<file path="config.mk">
export PLATFORM = sky130hd
export DESIGN_NAME = pipe_stage_buffer
export DESIGN_NICKNAME = d
export VERILOG_FILES = /design/src/rtl/pipe_pkg.sv /design/src/rtl/pipe_stage_reg.sv /design/src/rtl/pipe_stage_buffer.sv
export SDC_FILE = /design/constraint.sdc
export NUM_CORES = 1
export LEC_CHECK = 0
export CAP_MARGIN = 10
export CORE_ASPECT_RATIO = 0.6
export CORE_MARGIN = 4
export CORE_UTILIZATION = 45
export CTS_CLUSTER_DIAMETER = 100
export DETAILED_ROUTE_END_ITERATION = 16
export HOLD_SLACK_MARGIN = 0.05
export PLACE_DENSITY = 0.78
export SKIP_CTS_REPAIR_TIMING = 1
export SYNTH_ARGS = -nofsm -noshare
export SYNTH_HDL_FRONTEND = slang
export SYNTH_SLANG_ARGS = --single-unit
</file>
<file path="constraint.sdc">
create_clock -name clk -period 1.4 [get_ports clk]
set_input_delay 0.35 -clock clk [delete_from_list [all_inputs] [get_ports clk]]
set_output_delay 0.35 -clock clk [all_outputs]
set_load 0.01 [all_outputs]
</file>
<file path="src/rtl/pipe_pkg.sv">
// pipe_pkg: shared control-bit map, default widths and stage payload layout
// for the inter-stage pipeline buffers.
package pipe_pkg;

    localparam int CTRL_REGWRT   = 0;
    localparam int CTRL_BRANCH   = 1;
    localparam int CTRL_BTYPE    = 2;
    localparam int CTRL_JUMP     = 3;
    localparam int CTRL_MEMTOREG = 4;
    localparam int CTRL_NEG      = 5;
    localparam int CTRL_ZERO     = 6;

    localparam int CTRL_W_DEF = 7;
    localparam int DATA_W_DEF = 32;
    localparam int RD_W_DEF   = 6;

    typedef struct packed {
        logic                  valid;
        logic [CTRL_W_DEF-1:0] ctrl;
        logic [DATA_W_DEF-1:0] memdata;
        logic [DATA_W_DEF-1:0] aluresult;
        logic [RD_W_DEF-1:0]   rd;
    } stage_t;

    // A squashed slot keeps its data but can never carry live control.
    function automatic stage_t bubble(input stage_t s);
        stage_t b;
        b       = s;
        b.valid = 1'b0;
        b.ctrl  = '0;
        return b;
    endfunction

endpackage

</file>
<file path="src/rtl/pipe_stage_reg.sv">
// pipe_stage_reg: one payload stage of the pipeline buffer with
// async active-low reset, flush (bubble) and stall (hold).
module pipe_stage_reg #(
    parameter int CTRL_W = 7,
    parameter int DATA_W = 32,
    parameter int RD_W   = 6
) (
    input  logic              clk,
    input  logic              rst_n,
    input  logic              stall,
    input  logic              flush,
    input  logic              in_valid,
    input  logic [CTRL_W-1:0] in_ctrl,
    input  logic [DATA_W-1:0] in_memdata,
    input  logic [DATA_W-1:0] in_aluresult,
    input  logic [RD_W-1:0]   in_rd,
    output logic              out_valid,
    output logic [CTRL_W-1:0] out_ctrl,
    output logic [DATA_W-1:0] out_memdata,
    output logic [DATA_W-1:0] out_aluresult,
    output logic [RD_W-1:0]   out_rd
);

    always_ff @(posedge clk or negedge rst_n) begin
        if (!rst_n) begin
            out_valid     <= 1'b0;
            out_ctrl      <= '0;
            out_memdata   <= '0;
            out_aluresult <= '0;
            out_rd        <= '0;
        end else if (flush) begin
            out_valid <= 1'b0;
            out_ctrl  <= '0;
        end else if (!stall) begin
            out_valid     <= in_valid;
            out_ctrl      <= in_ctrl;
            out_memdata   <= in_memdata;
            out_aluresult <= in_aluresult;
            out_rd        <= in_rd;
        end
    end

endmodule

</file>
<file path="src/rtl/pipe_stage_buffer.sv">
// pipe_stage_buffer: DEPTH-stage inter-stage buffer with valid, stall, flush and
// falling- or rising-edge output release. PIPE_STAGE_BUFFER_STATS_EN adds stall/flush counters.
module pipe_stage_buffer
    import pipe_pkg::*;
#(
    parameter int DATA_W      = DATA_W_DEF,
    parameter int CTRL_W      = CTRL_W_DEF,
    parameter int RD_W        = RD_W_DEF,
    parameter int DEPTH       = 1,
    parameter bit NEG_RELEASE = 1'b1
) (
    input  logic              clk,
    input  logic              rst_n,
    input  logic              in_valid,
    input  logic [CTRL_W-1:0] in_ctrl,
    input  logic [DATA_W-1:0] in_memdata,
    input  logic [DATA_W-1:0] in_aluresult,
    input  logic [RD_W-1:0]   in_rd,
    input  logic              stall,
    input  logic              flush,
    output logic              out_valid,
    output logic [CTRL_W-1:0] out_ctrl,
    output logic [DATA_W-1:0] out_memdata,
    output logic [DATA_W-1:0] out_aluresult,
    output logic [RD_W-1:0]   out_rd
`ifdef PIPE_STAGE_BUFFER_STATS_EN
    ,
    output logic [15:0]       stall_cnt,
    output logic [15:0]       flush_cnt
`endif
);

    generate
        if (DEPTH < 1 || DEPTH > 4) begin : g_bad_depth
            $error("pipe_stage_buffer: DEPTH must be in 1..4");
        end
    endgenerate

    // Index 0 is the input side; index k is the output of stage k-1.
    logic              valid_c     [DEPTH+1];
    logic [CTRL_W-1:0] ctrl_c      [DEPTH+1];
    logic [DATA_W-1:0] memdata_c   [DEPTH+1];
    logic [DATA_W-1:0] aluresult_c [DEPTH+1];
    logic [RD_W-1:0]   rd_c        [DEPTH+1];

    assign valid_c[0]     = in_valid;
    assign ctrl_c[0]      = in_ctrl;
    assign memdata_c[0]   = in_memdata;
    assign aluresult_c[0] = in_aluresult;
    assign rd_c[0]        = in_rd;

    genvar i;
    generate
        for (i = 0; i < DEPTH; i++) begin : g_stage
            pipe_stage_reg #(
                .CTRL_W (CTRL_W),
                .DATA_W (DATA_W),
                .RD_W   (RD_W)
            ) u_stage (
                .clk           (clk),
                .rst_n         (rst_n),
                .stall         (stall),
                .flush         (flush),
                .in_valid      (valid_c[i]),
                .in_ctrl       (ctrl_c[i]),
                .in_memdata    (memdata_c[i]),
                .in_aluresult  (aluresult_c[i]),
                .in_rd         (rd_c[i]),
                .out_valid     (valid_c[i+1]),
                .out_ctrl      (ctrl_c[i+1]),
                .out_memdata   (memdata_c[i+1]),
                .out_aluresult (aluresult_c[i+1]),
                .out_rd        (rd_c[i+1])
            );
        end
    endgenerate

    // Control is qualified by valid so a bubble never drives regwrt/branch/jump.
    logic [CTRL_W-1:0] ctrl_m;
    assign ctrl_m = ctrl_c[DEPTH] & {CTRL_W{valid_c[DEPTH]}};

    generate
        if (NEG_RELEASE) begin : g_neg
            always_ff @(negedge clk or negedge rst_n) begin
                if (!rst_n) begin
                    out_valid     <= 1'b0;
                    out_ctrl      <= '0;
                    out_memdata   <= '0;
                    out_aluresult <= '0;
                    out_rd        <= '0;
                end else begin
                    out_valid     <= valid_c[DEPTH];
                    out_ctrl      <= ctrl_m;
                    out_memdata   <= memdata_c[DEPTH];
                    out_aluresult <= aluresult_c[DEPTH];
                    out_rd        <= rd_c[DEPTH];
                end
            end
        end else begin : g_pos
            assign out_valid     = valid_c[DEPTH];
            assign out_ctrl      = ctrl_m;
            assign out_memdata   = memdata_c[DEPTH];
            assign out_aluresult = aluresult_c[DEPTH];
            assign out_rd        = rd_c[DEPTH];
        end
    endgenerate

`ifdef PIPE_STAGE_BUFFER_STATS_EN
    // Counters saturate so long stalls never wrap back to small values.
    always_ff @(posedge clk or negedge rst_n) begin
        if (!rst_n) begin
            stall_cnt <= '0;
            flush_cnt <= '0;
        end else begin
            if (stall && !flush && stall_cnt != 16'hFFFF) stall_cnt <= stall_cnt + 16'd1;
            if (flush && flush_cnt != 16'hFFFF) flush_cnt <= flush_cnt + 16'd1;
        end
    end
`endif

endmodule
</file>
==> results.py, run 1 <==
metrics = {
    "run_status": {
        "status": "finished, violations left",
        "failed_checks": "negative setup slack",
    },
    "floorplanning": {
        "die_area_um2": 12800,
        "dieHeight_um": 89.4,
        "start_util": 0.466,
        "io_pins": 160,
        "fp.dieW_um": 144,
        "rows": 29,
        "coreArea_um2": 10700,
    },
    "routing": {
        "antenna_left": 0,
        "drt_pass1_iterations": 4,
        "dr.max_layer_used": "met4",
        "wire_per_inst_um": 18.2,
        "wl_met2_um": 5020,
        "post_drt_via_cell_ratio": 4.67,
        "drt_iter0_markers": 79,
        "wl_met3_um": 1270,
        "num_vias": 2799,
        "wl_um": 10900,
        "wl_met1_um": 4580,
        "route.detailed.drc": 0,
    },
    "finish": {
        "area_delta_synth_final_pct": 45.3,
        "diodes": 0,
        "nNetsFinal": 529,
        "final_core_util": 0.677,
        "layout-drive-gt1-share": 0.437,
        "final_area_um2": 7220,
    },
    "power_and_ir_drop": {
        "netSwitchingFraction": 0.230,
        "combinationalPowerShare": 0.120,
        "p_clk_frac": 0.407,
        "p_int_mw": 8.84,
        "p_sw_mw": 2.64,
        "peakVddDrop_v": 0.00112,
        "power_density_nw_per_um2": 1590,
        "leakage_nw": 3.35,
        "seq_power_share": 0.473,
    },
    "logic_synthesis": {
        "synth-seq-cells": 156,
        "yosysWarnings": 0,
        "synthFlopType": "dfrtp_1",
        "synth_compound_area_frac": 0,
        "synth_cells": 259,
        "syn-cell-area_um2": 4970,
        "synthMuxAreaShare": 0.175,
        "yosys.area.top_type": "dfrtn_1",
        "ys_seq_area_frac": 0.786,
        "synthTopCellsByCount": "dfrtn_1, dfrtp_1, mux2_2, buf_6",
        "synth_top_family_by_area": "multiplexers",
        "avgSynthCellArea_um2": 19.2,
        "ys_async_sr_fraction": 1.00,
        "synthesis.nets": 341,
        "synthTopCellsByArea": "dfrtn_1, dfrtp_1, mux2_2, buf_6, mux2i_1",
        "synth_top_area_share": 0.393,
        "synth_xor_area_frac": 0,
        "synthAdderAreaFrac": 0,
        "synth_edf_count": 0,
        "synth-simple-area-share": 0.0189,
        "yosysUniqueCellTypes": 9,
    },
    "cts": {
        "numCtsBuffers": 17,
        "clock_latency_ns": 0.40,
        "htreeDepth": 4,
        "clk_pin_slew_worst_paths_ns": 0.05,
        "cts_tree": "done",
        "cts_root_buf": "clkbuf_16",
        "clock_path_buffers": 2,
        "cts.sinks": 156,
    },
    "critical_path": {
        "crit_buf_inv": 1,
        "crit_path_max_incr_delay_ns": 0.41,
        "cp-start-kind": "flip-flop",
        "path_max_fanout": 1,
        "criticalPathCategory": "flip-flop to output pin",
        "r2r-start": "g_stage[0].u_stage.out_valid",
        "crit_path_cell_trace": "buf_2",
        "crit_arrival_ns": 1.63,
        "crit_family": "flip-flops",
        "crit_path_start": "out_ctrl[3]",
        "critPathCaptureType": "output pin",
        "crit_required_ns": 1.05,
        "cp_slowest_cell": "dfrtn_1",
    },
    "placement": {
        "dpl.hpwl_um": 7380,
        "portBuffers": 159,
        "routabilityCongestion": 0.744,
        "placed_area_um2": 6810,
    },
    "grt": {
        "grt-ovfl-total": 0,
        "track_usage": 0.175,
        "grt_pass1_wl_um": 16700,
        "grt_max_degree": 40,
        "antenna_found_initial": 0,
        "grt_pass1_vias": 3184,
    },
    "job": {
        "maxCapViolCount": 0,
    },
    "timing": {
        "worst_pin_slew_ns": 0.570,
        "rsz0062_at_grt": "true",
        "finalHoldViolCount": 0,
        "setup_viol": 161,
        "finalHoldWorstSlack_ns": 0.332,
        "setup_ws_ns": -0.581,
        "relSlewSlack": 0.619,
        "skew_ns": 0.0240,
        "slew_viol_final": 0,
        "setup_tns_ns": -66.61,
    },
    "hold_path": {
        "hp-class": "primary input to asynchronous set/reset pin",
    },
}
[sequential cells by signal (all words and copies together) (netlist names)]
name                           cells
out_valid                          1
g_stage.u_stage.out_rd             6
g_stage.u_stage.out_memdata       32
g_stage.u_stage.out_aluresult     32
g_stage.u_stage.out_valid          1
out_aluresult                     32
out_rd                             6
g_stage.u_stage.out_ctrl           7
out_ctrl                           7
out_memdata                       32
[final timing paths]
| check | endpoint | slack, ns | depth (start not counted) |
|---|---|---|---|
| worst min register to register | g_stage[0].u_stage.out_memdata[4] | 0.49 | 1 |
| worst max-delay path | out_ctrl[3] | -0.58 | 1 |
| worst min-delay path | out_aluresult[6] | 0.33 | 1 |
| max in group asynchronous | out_aluresult[21] | -0.34 | 3 |
| worst max register to register | out_ctrl[2] | -0.17 | 2 |
| min in group clk | g_stage[0].u_stage.out_valid | 0.48 | 3 |
[kinds of logic after synthesis]
logic type             Yosys count
multiplexers                    78
AND/OR/NAND/NOR                 16
buffers and inverters            9
flip-flops                     156
[stage by stage]
| step | worst slack [ns] | std cells | power [mW] |
|---|---|---|---|
| 6_report | -0.581 | 599 | 11.5 |
| 5_1_grt | -0.617 | 599 | 12.0 |
| 4_1_cts | -1.03 | 595 | 11.8 |
| 3_5_place_dp | -0.600 | 563 | 7.08 |
| 3_3_place_gp | -0.589 | 563 | 7.02 |
| 2_1_floorplan | -0.0622 | 259 | 5.96 |
[cell type report]
type / count / area [um^2]
sequential: 156 / 3910
fill: 740 / 3450
timing repair buffer: 178 / 1550
multi-input combinational: 94 / 980
clock buffer: 19 / 443
tap: 139 / 174
clock inverter: 13 / 161
[power by group through the flow]
stage	Combinational (mW)	Clock (mW)	Sequential, mW
finish	1.38	4.67	5.43
global route	1.50	5.00	5.50
CTS	1.60	4.78	5.43
detailed placement	1.58	0	5.50
global placement	1.55	0	5.46
floorplan	0.376	0	5.59
[placed cells by master (no fill, tap or decap)]
cell              n
dfrtp_2           1
clkbuf_16        18
clkinv_2          2
clkdlybuf4s50_1  78
and2_4            7
mux2_1            6
nor2_8            1
clkbuf_8          1
dlygate4sd3_1     1
dfrtn_1          78
buf_4            12
mux2i_1           8
inv_4             3
dlymetal6s2s_1    2
dfrtp_1          77
buf_2            58
clkbuf_2          2
mux2_2           64
buf_12            6
buf_6            18
inv_6             4
clkbuf_1          1
clkinvlp_4        1
bufinv_16         3
nor2_1            8
[metal layers]
metal / GRT usage / vias to the layer above
met1: 0.221 / 1411
met3: 0.0973 / 6
li1: - / 1259
met2: 0.269 / 123
met4: 0.0436 / 0
met5: 0 / -
Power figures use the tool's default switching activity.
==> run 2, diff against run 1 <==
--- a/config.mk
+++ b/config.mk
@@ -5,6 +5,7 @@
 export SDC_FILE = /design/constraint.sdc
 export NUM_CORES = 1
 export LEC_CHECK = 0
+export ABC_CLOCK_PERIOD_IN_PS = 1400
 export CAP_MARGIN = 10
 export CORE_ASPECT_RATIO = 0.6
 export CORE_MARGIN = 4
==> results of run 2 <==
Same layout as run 1: the final DEF is identical, and so are final timing and power.
